## src/rtl/uart_rx_ctrl_if.sv

```systemverilog
// Consumer-side bundle of the UART receiver: FIFO read handshake, head byte and sticky status flags.
interface uart_rx_ctrl_if;
  logic       rd_en;
  logic       err_clr;
  logic [7:0] rd_data;
  logic       rdy;
  logic       full;
  logic       frame_err;
  logic       overrun;

  modport master (
    output rd_en, err_clr,
    input  rd_data, rdy, full, frame_err, overrun
  );

  modport slave (
    input  rd_en, err_clr,
    output rd_data, rdy, full, frame_err, overrun
  );
endinterface

```

## src/rtl/uart_rx_ctrl.sv

```systemverilog
// 8N1 UART receiver with mid-bit sampling, a small receive FIFO with registered head,
// and sticky framing/overrun flags.
module uart_rx_ctrl #(
  parameter int CLKS_PER_BIT = 16,
  parameter int FIFO_DEPTH   = 4
) (
  input  logic           clk,
  input  logic           rst_n,
  input  logic           x,
  uart_rx_ctrl_if.slave  bus
);

  localparam int CNT_W  = $clog2(CLKS_PER_BIT);
  localparam int PTR_W  = $clog2(FIFO_DEPTH);
  localparam int FCNT_W = PTR_W + 1;

  localparam logic [CNT_W-1:0]  BIT_LAST  = CNT_W'(CLKS_PER_BIT - 1);
  localparam logic [CNT_W-1:0]  HALF_LAST = CNT_W'(CLKS_PER_BIT / 2 - 1);
  localparam logic [FCNT_W-1:0] DEPTH_C   = FCNT_W'(FIFO_DEPTH);

  typedef enum logic [1:0] {IDLE, START, DATA, STOP} state_t;

  state_t            state, state_nxt;
  logic [CNT_W-1:0]  cnt, cnt_nxt;
  logic [2:0]        idx, idx_nxt;
  logic [7:0]        shift, shift_nxt;
  logic              x_meta, xs;
  logic              stop_good, stop_bad;

  logic [7:0]        mem [FIFO_DEPTH];
  logic [PTR_W-1:0]  wptr, rptr, rptr_nxt;
  logic [FCNT_W-1:0] count, count_nxt;
  logic [7:0]        rd_data_q, head_nxt;
  logic              fifo_rdy, fifo_full;
  logic              push, pop, ovr_set;
  logic              frame_err_q, overrun_q;

  // The line is asynchronous; reset to idle-high so no false start appears out of reset.
  always_ff @(posedge clk or negedge rst_n) begin
    if (!rst_n) begin
      x_meta <= 1'b1;
      xs     <= 1'b1;
    end else begin
      x_meta <= x;
      xs     <= x_meta;
    end
  end

  always_ff @(posedge clk or negedge rst_n) begin
    if (!rst_n) begin
      state <= IDLE;
      cnt   <= '0;
      idx   <= '0;
      shift <= '0;
    end else begin
      state <= state_nxt;
      cnt   <= cnt_nxt;
      idx   <= idx_nxt;
      shift <= shift_nxt;
    end
  end

  // START waits half a bit so that every later full-bit wait lands mid-bit.
  always_comb begin
    state_nxt = state;
    cnt_nxt   = cnt;
    idx_nxt   = idx;
    shift_nxt = shift;
    stop_good = 1'b0;
    stop_bad  = 1'b0;
    case (state)
      IDLE: begin
        cnt_nxt = '0;
        if (!xs) state_nxt = START;
      end
      START: begin
        if (cnt == HALF_LAST) begin
          cnt_nxt   = '0;
          idx_nxt   = '0;
          state_nxt = xs ? IDLE : DATA;
        end else begin
          cnt_nxt = cnt + CNT_W'(1);
        end
      end
      DATA: begin
        if (cnt == BIT_LAST) begin
          cnt_nxt        = '0;
          shift_nxt[idx] = xs;
          if (idx == 3'd7) begin
            idx_nxt   = '0;
            state_nxt = STOP;
          end else begin
            idx_nxt = idx + 3'd1;
          end
        end else begin
          cnt_nxt = cnt + CNT_W'(1);
        end
      end
      STOP: begin
        if (cnt == BIT_LAST) begin
          cnt_nxt   = '0;
          state_nxt = IDLE;
          stop_good = xs;
          stop_bad  = !xs;
        end else begin
          cnt_nxt = cnt + CNT_W'(1);
        end
      end
      default: state_nxt = IDLE;
    endcase
  end

  assign fifo_rdy  = (count != '0);
  assign fifo_full = (count == DEPTH_C);
  assign pop       = bus.rd_en && fifo_rdy;
  assign push      = stop_good && (!fifo_full || pop);
  assign ovr_set   = stop_good && fifo_full && !pop;
  assign rptr_nxt  = pop ? rptr + PTR_W'(1) : rptr;

  // Look ahead to the head after this cycle's push/pop so rd_data can stay a plain register.
  always_comb begin
    head_nxt  = mem[rptr_nxt];
    count_nxt = count;
    if (push && (wptr == rptr_nxt)) head_nxt = shift;
    case ({push, pop})
      2'b10:   count_nxt = count + FCNT_W'(1);
      2'b01:   count_nxt = count - FCNT_W'(1);
      default: count_nxt = count;
    endcase
  end

  always_ff @(posedge clk) begin
    if (push) mem[wptr] <= shift;
  end

  always_ff @(posedge clk or negedge rst_n) begin
    if (!rst_n) begin
      wptr      <= '0;
      rptr      <= '0;
      count     <= '0;
      rd_data_q <= 8'h00;
    end else begin
      if (push) wptr <= wptr + PTR_W'(1);
      rptr  <= rptr_nxt;
      count <= count_nxt;
      if (count_nxt != '0) rd_data_q <= head_nxt;
    end
  end

  // A set event in the same cycle as err_clr takes priority.
  always_ff @(posedge clk or negedge rst_n) begin
    if (!rst_n) begin
      frame_err_q <= 1'b0;
      overrun_q   <= 1'b0;
    end else begin
      if (stop_bad)         frame_err_q <= 1'b1;
      else if (bus.err_clr) frame_err_q <= 1'b0;
      if (ovr_set)          overrun_q   <= 1'b1;
      else if (bus.err_clr) overrun_q   <= 1'b0;
    end
  end

  assign bus.rd_data   = rd_data_q;
  assign bus.rdy       = fifo_rdy;
  assign bus.full      = fifo_full;
  assign bus.frame_err = frame_err_q;
  assign bus.overrun   = overrun_q;

endmodule

```

## src/flat_wrapper.sv

```systemverilog
// flat-port wrapper written by rule: the top's interface ports become plain ports
module uart_rx_ctrl_flat 
#(
  parameter int CLKS_PER_BIT = 16,
  parameter int FIFO_DEPTH   = 4
)
  (clk, rst_n, x, bus_rd_en, bus_err_clr, bus_rd_data, bus_rdy, bus_full, bus_frame_err, bus_overrun);
  uart_rx_ctrl_if bus_i ();
  input  logic clk;
  input  logic rst_n;
  input  logic x;
  input wire logic [$bits(bus_i.rd_en)-1:0] bus_rd_en;
  input wire logic [$bits(bus_i.err_clr)-1:0] bus_err_clr;
  output wire logic [$bits(bus_i.rd_data)-1:0] bus_rd_data;
  output wire logic [$bits(bus_i.rdy)-1:0] bus_rdy;
  output wire logic [$bits(bus_i.full)-1:0] bus_full;
  output wire logic [$bits(bus_i.frame_err)-1:0] bus_frame_err;
  output wire logic [$bits(bus_i.overrun)-1:0] bus_overrun;
  assign bus_i.rd_en = bus_rd_en;
  assign bus_i.err_clr = bus_err_clr;
  assign bus_rd_data = bus_i.rd_data;
  assign bus_rdy = bus_i.rdy;
  assign bus_full = bus_i.full;
  assign bus_frame_err = bus_i.frame_err;
  assign bus_overrun = bus_i.overrun;
  uart_rx_ctrl #(.CLKS_PER_BIT(CLKS_PER_BIT), .FIFO_DEPTH(FIFO_DEPTH)) u_core (.clk(clk), .rst_n(rst_n), .x(x), .bus(bus_i));
endmodule
```

## config.mk

```make
export PLATFORM = sky130hd
export DESIGN_NAME = uart_rx_ctrl_flat
export DESIGN_NICKNAME = d
export VERILOG_FILES = /design/src/rtl/uart_rx_ctrl_if.sv /design/src/rtl/uart_rx_ctrl.sv /design/src/flat_wrapper.sv
export SDC_FILE = /design/constraint.sdc
export NUM_CORES = 1
export LEC_CHECK = 0
export CAP_MARGIN = 20
export CORE_UTILIZATION = 50
export DETAILED_ROUTE_END_ITERATION = 16
export PLACE_DENSITY_LB_ADDON = 0.08
export SYNTH_ARGS = -nofsm -noshare
export SYNTH_HDL_FRONTEND = slang
export SYNTH_SLANG_ARGS = --single-unit
```

## constraint.sdc

```tcl
create_clock -name clk -period 2.9 [get_ports clk]
set_input_delay 0.725 -clock clk [delete_from_list [all_inputs] [get_ports clk]]
set_output_delay 0.725 -clock clk [all_outputs]
set_load 0.02 [all_outputs]
```

==> out/summary.txt, run 1 <==
Num rows: 30
CP Data Required Time: 3.12 ns
Synth top area cells: edfxtp_1, dfrtp_1, nor2b_1
1st-pass router iterations: 4
Crit Path Class: input port to flop
Seq/Total Area, Yosys: 0.537
Die Width: 85.4 um
Placed wire-length estimate: 4630 um
Crit start category: input port
Post-synth net total: 285
Reg clk slew, reported paths: 0.07 ns
Non-filler cells in the finished layout: 397
Placer's final routability congestion estimate: 0.739
Sw power: 1.37 mW
Total power: 3.90 mW
Grt met3 use: 0.0409
GRT met1 Usage: 0.300
Final Max Tran Viols: 0
Worst setup margin: 0.104 ns
Vias: 2266
Setup TNS: 0 ns
Worst Hold Class: flop to flop
Yosys top cell area share: 0.277
Syn Inst Count: 272
Crit path max fanout: 8
Max rail drop VDD: 0.480 mV
Post-route DRC violation count: 0
Die Y: 85.4 um
Clk_lat worst skew: 0.34 ns
Max_cap viols: 0
H-Tree Depth: 3
Initial Util: 0.514
CTS tree: yes
Routed WL: 6650 um
Fmax: 0.358 GHz
RSZ-0062 raised after global routing: no
GRT busiest layer: met2
Pre-CTS WS: -0.341 ns
# nets final: 325
Clock tree sinks: 68
Most frequent cell after synthesis: dfrtp_1
Layout cells sized above 1: 0.246
Ant. Diodes: 0
Relative slew slack: 0.442
Distinct cells, synth: 60
Final hold violations: 0
Combinational share of power: 0.454
Core Area: 6760 um^2
Setup crit end kind: flop
Slowest cell on crit path: clkdlybuf4s50_1
Io pins: 17
Antenna-violating nets left: 0
Total global-route track usage: 0.209
YS warnings: 0
Ys flop type: dfrtp_1
Sequential Power Share: 0.340
Sw Ratio: 0.351
GR Util met2: 0.320
Worst Skew: 0.0110 ns
Via/cell ratio: 5.71
Die area: 7290 um^2
Final global-route overflow total: 0
Detailed Route Iter0 Violations: 117
Most frequent cells after synthesis: dfrtp_1, edfxtp_1, nor2b_1
Setup bufs post-CTS: 0
Leakage power: 1.68 nW
Placed Cells: 380
Area growth syn-to-layout: 18.4%
WP data arrival: 3.01 ns
Cts bufs inserted: 9
Post-synth ARST share: 0.529
Pin count of the biggest net entering global routing: 37
Internal power: 2.53 mW
CTS Root Cell: clkbuf_8
Top cell type by total area after synthesis: edfxtp_1
Status: completed
Number of global-route vias before repair: 2230
Final Setup Violations: 0
Min cycle time layout: 2.80 ns
Cell Chain, Critical Path: clkdlybuf4s50_1 -> o31ai_4 -> nor2_1 -> fa_1 -> nand2b_1 -> or4_1 -> a21oi_2 -> a211oi_4 -> buf_12 -> mux2_4
Area of the mapped netlist: 3470 um^2
Power density over the cells: 948 nW/um^2
Post-CTS Hold Fix Bufs: 0
Post-CTS Resized: 0
Worst slew pin tran: 0.837 ns
Post-synth EDFFs: 32
Seq cells post-synth: 68
Clk network pwr share: 0.206
Clk buf depth: 2
Syn avg cell area: 12.8 um^2
Port bufs: 16
DR WL/cell: 16.8 um
First-pass GRT wire length: 11300 um
Tcrit/Tclk final: 0.964
Crit-path max cell delay: 0.52 ns
Worst hold slack: 0.357 ns
Antenna violations before repair: 0
## sequential cells by signal, summed over array words and instances, names as in the netlist, 2 cells and up, named ones only
signal and cells:
u_core.wptr 2, u_core.mem 32, u_core.count 3, u_core.bus.rd_data 8, u_core.cnt 4, u_core.rptr 2
u_core.idx 3, u_core.shift 8
## power by group through the flow
stage | registers [mW] | clock network (mW) | logic (mW)
after floorplan | 1.36 | 0 | 1.15
after global placement | 1.34 | 0 | 1.71
after detailed placement | 1.34 | 0 | 1.74
after CTS | 1.32 | 0.825 | 1.73
after global routing | 1.35 | 0.870 | 1.94
final | 1.32 | 0.804 | 1.77
## final timing paths
check                                        startpoint                                end  slack [ns]  cells after the start
worst max-delay path                          bus_rd_en  u_core.bus.rd_data[0]$_DFFE_PN0P_        0.10                     10
worst min-delay path            u_core.x_meta$_DFF_PN1_                u_core.xs$_DFF_PN1_        0.36                      0
worst max register to register  u_core.cnt[0]$_DFF_PN0_  u_core.bus.rd_data[0]$_DFFE_PN0P_        0.23                     10
worst min register to register  u_core.x_meta$_DFF_PN1_                u_core.xs$_DFF_PN1_        0.36                      0
max in group asynchronous                         rst_n            u_core.cnt[2]$_DFF_PN0_        1.88                      1
min in group asynchronous                         rst_n  u_core.bus.rd_data[2]$_DFFE_PN0P_        0.47                      1
## cell usage in the layout (no fill, tap or decap), types with 6 or more instances in the layout
cell type | Yosys | routed
mux2i_1 | 8 | 8
clkbuf_8 | 0 | 10
a211oi_1 | 8 | 8
ha_1 | 7 | 7
inv_1 | 7 | 7
nand3_1 | 6 | 6
mux2_4 | 8 | 8
nor2_1 | 13 | 13
a2111oi_0 | 8 | 8
mux2_2 | 10 | 10
and2_1 | 6 | 6
buf_4 | 0 | 25
clkdlybuf4s50_1 | 0 | 15
mux2_1 | 7 | 7
a221oi_1 | 8 | 8
o21ai_0 | 7 | 7
nor2b_1 | 20 | 20
nand2_1 | 9 | 9
dfrtp_1 | 34 | 34
edfxtp_1 | 32 | 32
## logic make-up (layout without fill, tap and decap cells)
kind of cell,after synthesis,count (layout),synth area share
XOR/XNOR,8,8,0.0263
AND/OR/NAND/NOR,75,75,0.122
flip-flops,68,68,0.537
AO/OA/AOI/OAI,57,57,0.140
buffers and inverters,23,68,0.0310
multiplexers,33,33,0.113
adder cells (fa/ha/maj),8,8,0.0310
## critical path: cells and delay by family
kind | cells | cell delay [ns]
and+or+nand+nor | 3 | 0.65
buffers and inverters | 2 | 0.68
muxes | 1 | 0.29
adders and majority gates | 1 | 0.33
AOI/OAI and AO/OA | 3 | 0.35
## metal layers
metal | wire, um | vias up
li1 | - | 1111
met2 | 3140 | 22
met4 | 57 | 0
met3 | 155 | 6
met1 | 3300 | 1127
met5 | 0 | -
## cell type report
cell class	instances	area (um^2)
clock buffer	10	138
clock inverter	6	70.1
multi-input combinational	181	1510
timing repair buffer	44	403
sequential	68	1860
fill	558	2640
tap	80	100
inverter	8	30.0
## stage by stage
stage                util  instance area [um^2]
floorplan               -                  3480
global route        0.609                  4110
finish              0.609                  4110
global placement    0.575                  3880
detailed placement  0.575                  3880
CTS                 0.606                  4090
Power figures use the tool's default switching activity.
==> inputs of run 2 (changes only) <==
Settings changed: ABC_CLOCK_PERIOD_IN_PS from default to 2900, MAX_ROUTING_LAYER from default to met4.
==> run 2 against run 1 <==
Die area unchanged. Non-clock buffer count stayed put. Utilization unchanged. Via count down 0.44%. Critical path type unchanged. Highest routed layer unchanged.
==> out/summary.txt, run 2 (same netlist as run 1, synthesis figures left out) <==
CTS tree: yes
Fmax: 0.358 GHz (about the same)
Status: completed
Detailed Route Iter0 Violations: 116 (-0.85%)
Sw Ratio: 0.352 (+0.000713)
Relative slew slack: 0.448 (+0.00571)
Post-route DRC violation count: 0 (unchanged)
Reg2reg end: u_core.bus.rd_data[0]$_DFFE_PN0P_
Die Width: 85.4 um (unchanged)
Initial Util: 0.514 (unchanged)
Antenna violations before repair: 0 (unchanged)
Worst-case reg-to-reg path depth: 10 (unchanged)
Fin util: 0.609 (unchanged)
Sequential Power Share: 0.339 (about the same)
Antenna-violating nets left: 0 (unchanged)
Die area: 7290 um^2 (unchanged)
Min cycle time layout: 2.79 ns (-0.00263 ns)
Slowest cell on crit path: clkdlybuf4s50_1
Layout cells sized above 1: 0.246 (unchanged)
Setup crit end kind: flop
Crit path from: bus_rd_en
DR WL/cell: 16.8 um (+0.12%)
Via/cell ratio: 5.68 (-0.44%)
Worst Hold Launch: u_core.x_meta$_DFF_PN1_
Power density over the cells: 949 nW/um^2 (+0.11%)
Post-CTS Resized: 0 (unchanged)
Max reg flops: 32 (unchanged)
Final Setup Violations: 0 (unchanged)
Port bufs: 16 (unchanged)
Worst hold stages: 0 (unchanged)
Core Area: 6760 um^2 (unchanged)
Leakage power: 1.68 nW (unchanged)
Final Max Tran Viols: 0 (unchanged)
Post-CTS Hold Fix Bufs: 0 (unchanged)
Reg-to-Reg Start: u_core.cnt[0]$_DFF_PN0_
R2R Setup Slk: 0.23 ns (about the same)
CP Data Required Time: 3.12 ns (about the same)
Ant. Diodes: 0 (unchanged)
Cell Chain, Critical Path: clkdlybuf4s50_1 -> o31ai_4 -> nor2_1 -> fa_1 -> nand2b_1 -> or4_1 -> a21oi_2 -> a211oi_4 -> buf_12 -> mux2_4
1st-pass router iterations: 5 (+1)
Internal power: 2.53 mW (about the same)
Worst Skew: 0.0119 ns (+0.000844 ns)
Combinational share of power: 0.454 (about the same)
Die Y: 85.4 um (unchanged)
Max_cap viols: 0 (unchanged)
Clock tree sinks: 68 (unchanged)
WP data arrival: 3.01 ns (about the same)
First-pass GRT wire length: 11300 um (-0.24%)
Crit path max fanout: 8 (unchanged)
Final global-route overflow total: 0 (unchanged)
H-Tree Depth: 3 (unchanged)
Routed WL: 6660 um (+0.12%)
Clk_lat worst skew: 0.34 ns (about the same)
Clk network pwr share: 0.206 (about the same)
Number of global-route vias before repair: 2230 (unchanged)
Worst hold endpoint: u_core.xs$_DFF_PN1_
DP Area: 3880 um^2 (unchanged)
Pin count of the biggest net entering global routing: 37 (unchanged)
Area growth syn-to-layout: 18.4% (unchanged)
Crit-path max cell delay: 0.52 ns (about the same)
Tcrit/Tclk final: 0.963 (about the same)
# nets final: 325 (unchanged)
Io pins: 17 (unchanged)
Reg clk slew, reported paths: 0.07 ns (about the same)
Vias: 2256 (-0.44%)
Crit start category: input port
Max rail drop VDD: 0.481 mV (+0.16%)
Sw power: 1.37 mW (+0.31%)
RSZ-0062 raised after global routing: no
Worst Hold Class: flop to flop
Placer's final routability congestion estimate: 0.748 (+1.2%)
Placed wire-length estimate: 4630 um (unchanged)
Total global-route track usage: 0.216 (+0.00648)
Crit Path Class: input port to flop
Commonest non-fill, non-tap cell in the layout: dfrtp_1
Register bank with the most flops: u_core.mem
Clk buf depth: 2 (unchanged)
Worst slew pin tran: 0.828 ns (-0.00857 ns)
Num rows: 30 (unchanged)
CTS Root Cell: clkbuf_8
Most frequent cells in the layout: dfrtp_1, edfxtp_1, buf_4
Final hold violations: 0 (unchanged)
Cts bufs inserted: 9 (unchanged)
Design area: 4110 um^2 (unchanged)
run 2: critical path, delay by kind of cell:
family / cells / cell delay [ns]
AO/OA/AOI/OAI: 3 / 0.35
adder cells (fa/ha/maj): 1 / 0.33
buffers and inverters: 2 / 0.68
multiplexers: 1 / 0.29
AND/OR/NAND/NOR: 3 / 0.65
run 2: power groups by stage:
stage          Sequential (mW)  Clock [mW]  Combinational [mW]
2_1_floorplan             1.36           0                1.15
3_3_place_gp              1.34           0                1.71
3_5_place_dp              1.34           0                1.74
4_1_cts                   1.32       0.825                1.73
5_1_grt                   1.35       0.872                1.94
6_report                  1.32       0.805                1.77
run 2: cell type report:
| type | count | area (um^2) |
|---|---|---|
| multi-input cells | 181 | 1510 |
| inverters | 8 | 30.0 |
| clock inverters | 6 | 70.1 |
| well taps | 80 | 100 |
| flip-flops and latches | 68 | 1860 |
| clock buffers | 10 | 138 |
| repair buffers | 44 | 403 |
| fillers | 558 | 2640 |
run 2: through the flow:
| step | power (mW) | hold slack [ns] | setup slack, ns | instances | TNS (ns) |
|---|---|---|---|---|---|
| after global placement | 3.05 | 0.345 | -0.287 | 380 | -2.29 |
| final | 3.90 | 0.357 | 0.107 | 397 | 0 |
| after global routing | 4.16 | 0.364 | 0.00822 | 397 | 0 |
| after floorplan | 2.50 | 0.345 | 0.0504 | 272 | 0 |
| after CTS | 3.88 | 0.359 | 0.0237 | 396 | 0 |
| after detailed placement | 3.07 | 0.347 | -0.341 | 380 | -2.71 |
run 2: how the worst max path moves through the flow:
stage                                              to  slack (ns)  cells after the start
floorplan           u_core.bus.rd_data[0]$_DFFE_PN0P_        0.05                     10
global placement    u_core.bus.rd_data[4]$_DFFE_PN0P_       -0.29                      8
detailed placement  u_core.bus.rd_data[2]$_DFFE_PN0P_       -0.34                      8
CTS                 u_core.bus.rd_data[7]$_DFFE_PN0P_        0.02                      8
global route        u_core.bus.rd_data[0]$_DFFE_PN0P_       0.008                     10
finish              u_core.bus.rd_data[0]$_DFFE_PN0P_        0.11                     10
run 2: routing by layer:
layer,up-vias,track usage,share of wire
li1,1112,-,-
met1,1116,0.301,0.49
met2,22,0.319,0.48
met3,6,0.0409,0.024
met4,0,0.0727,0.0086
met5,-,-,0
run 2: repair_timing:
action	in CTS	in global routing
setup endpoints to repair	0	8
endpoints found under the hold margin	0	0
buffers inserted	0	1
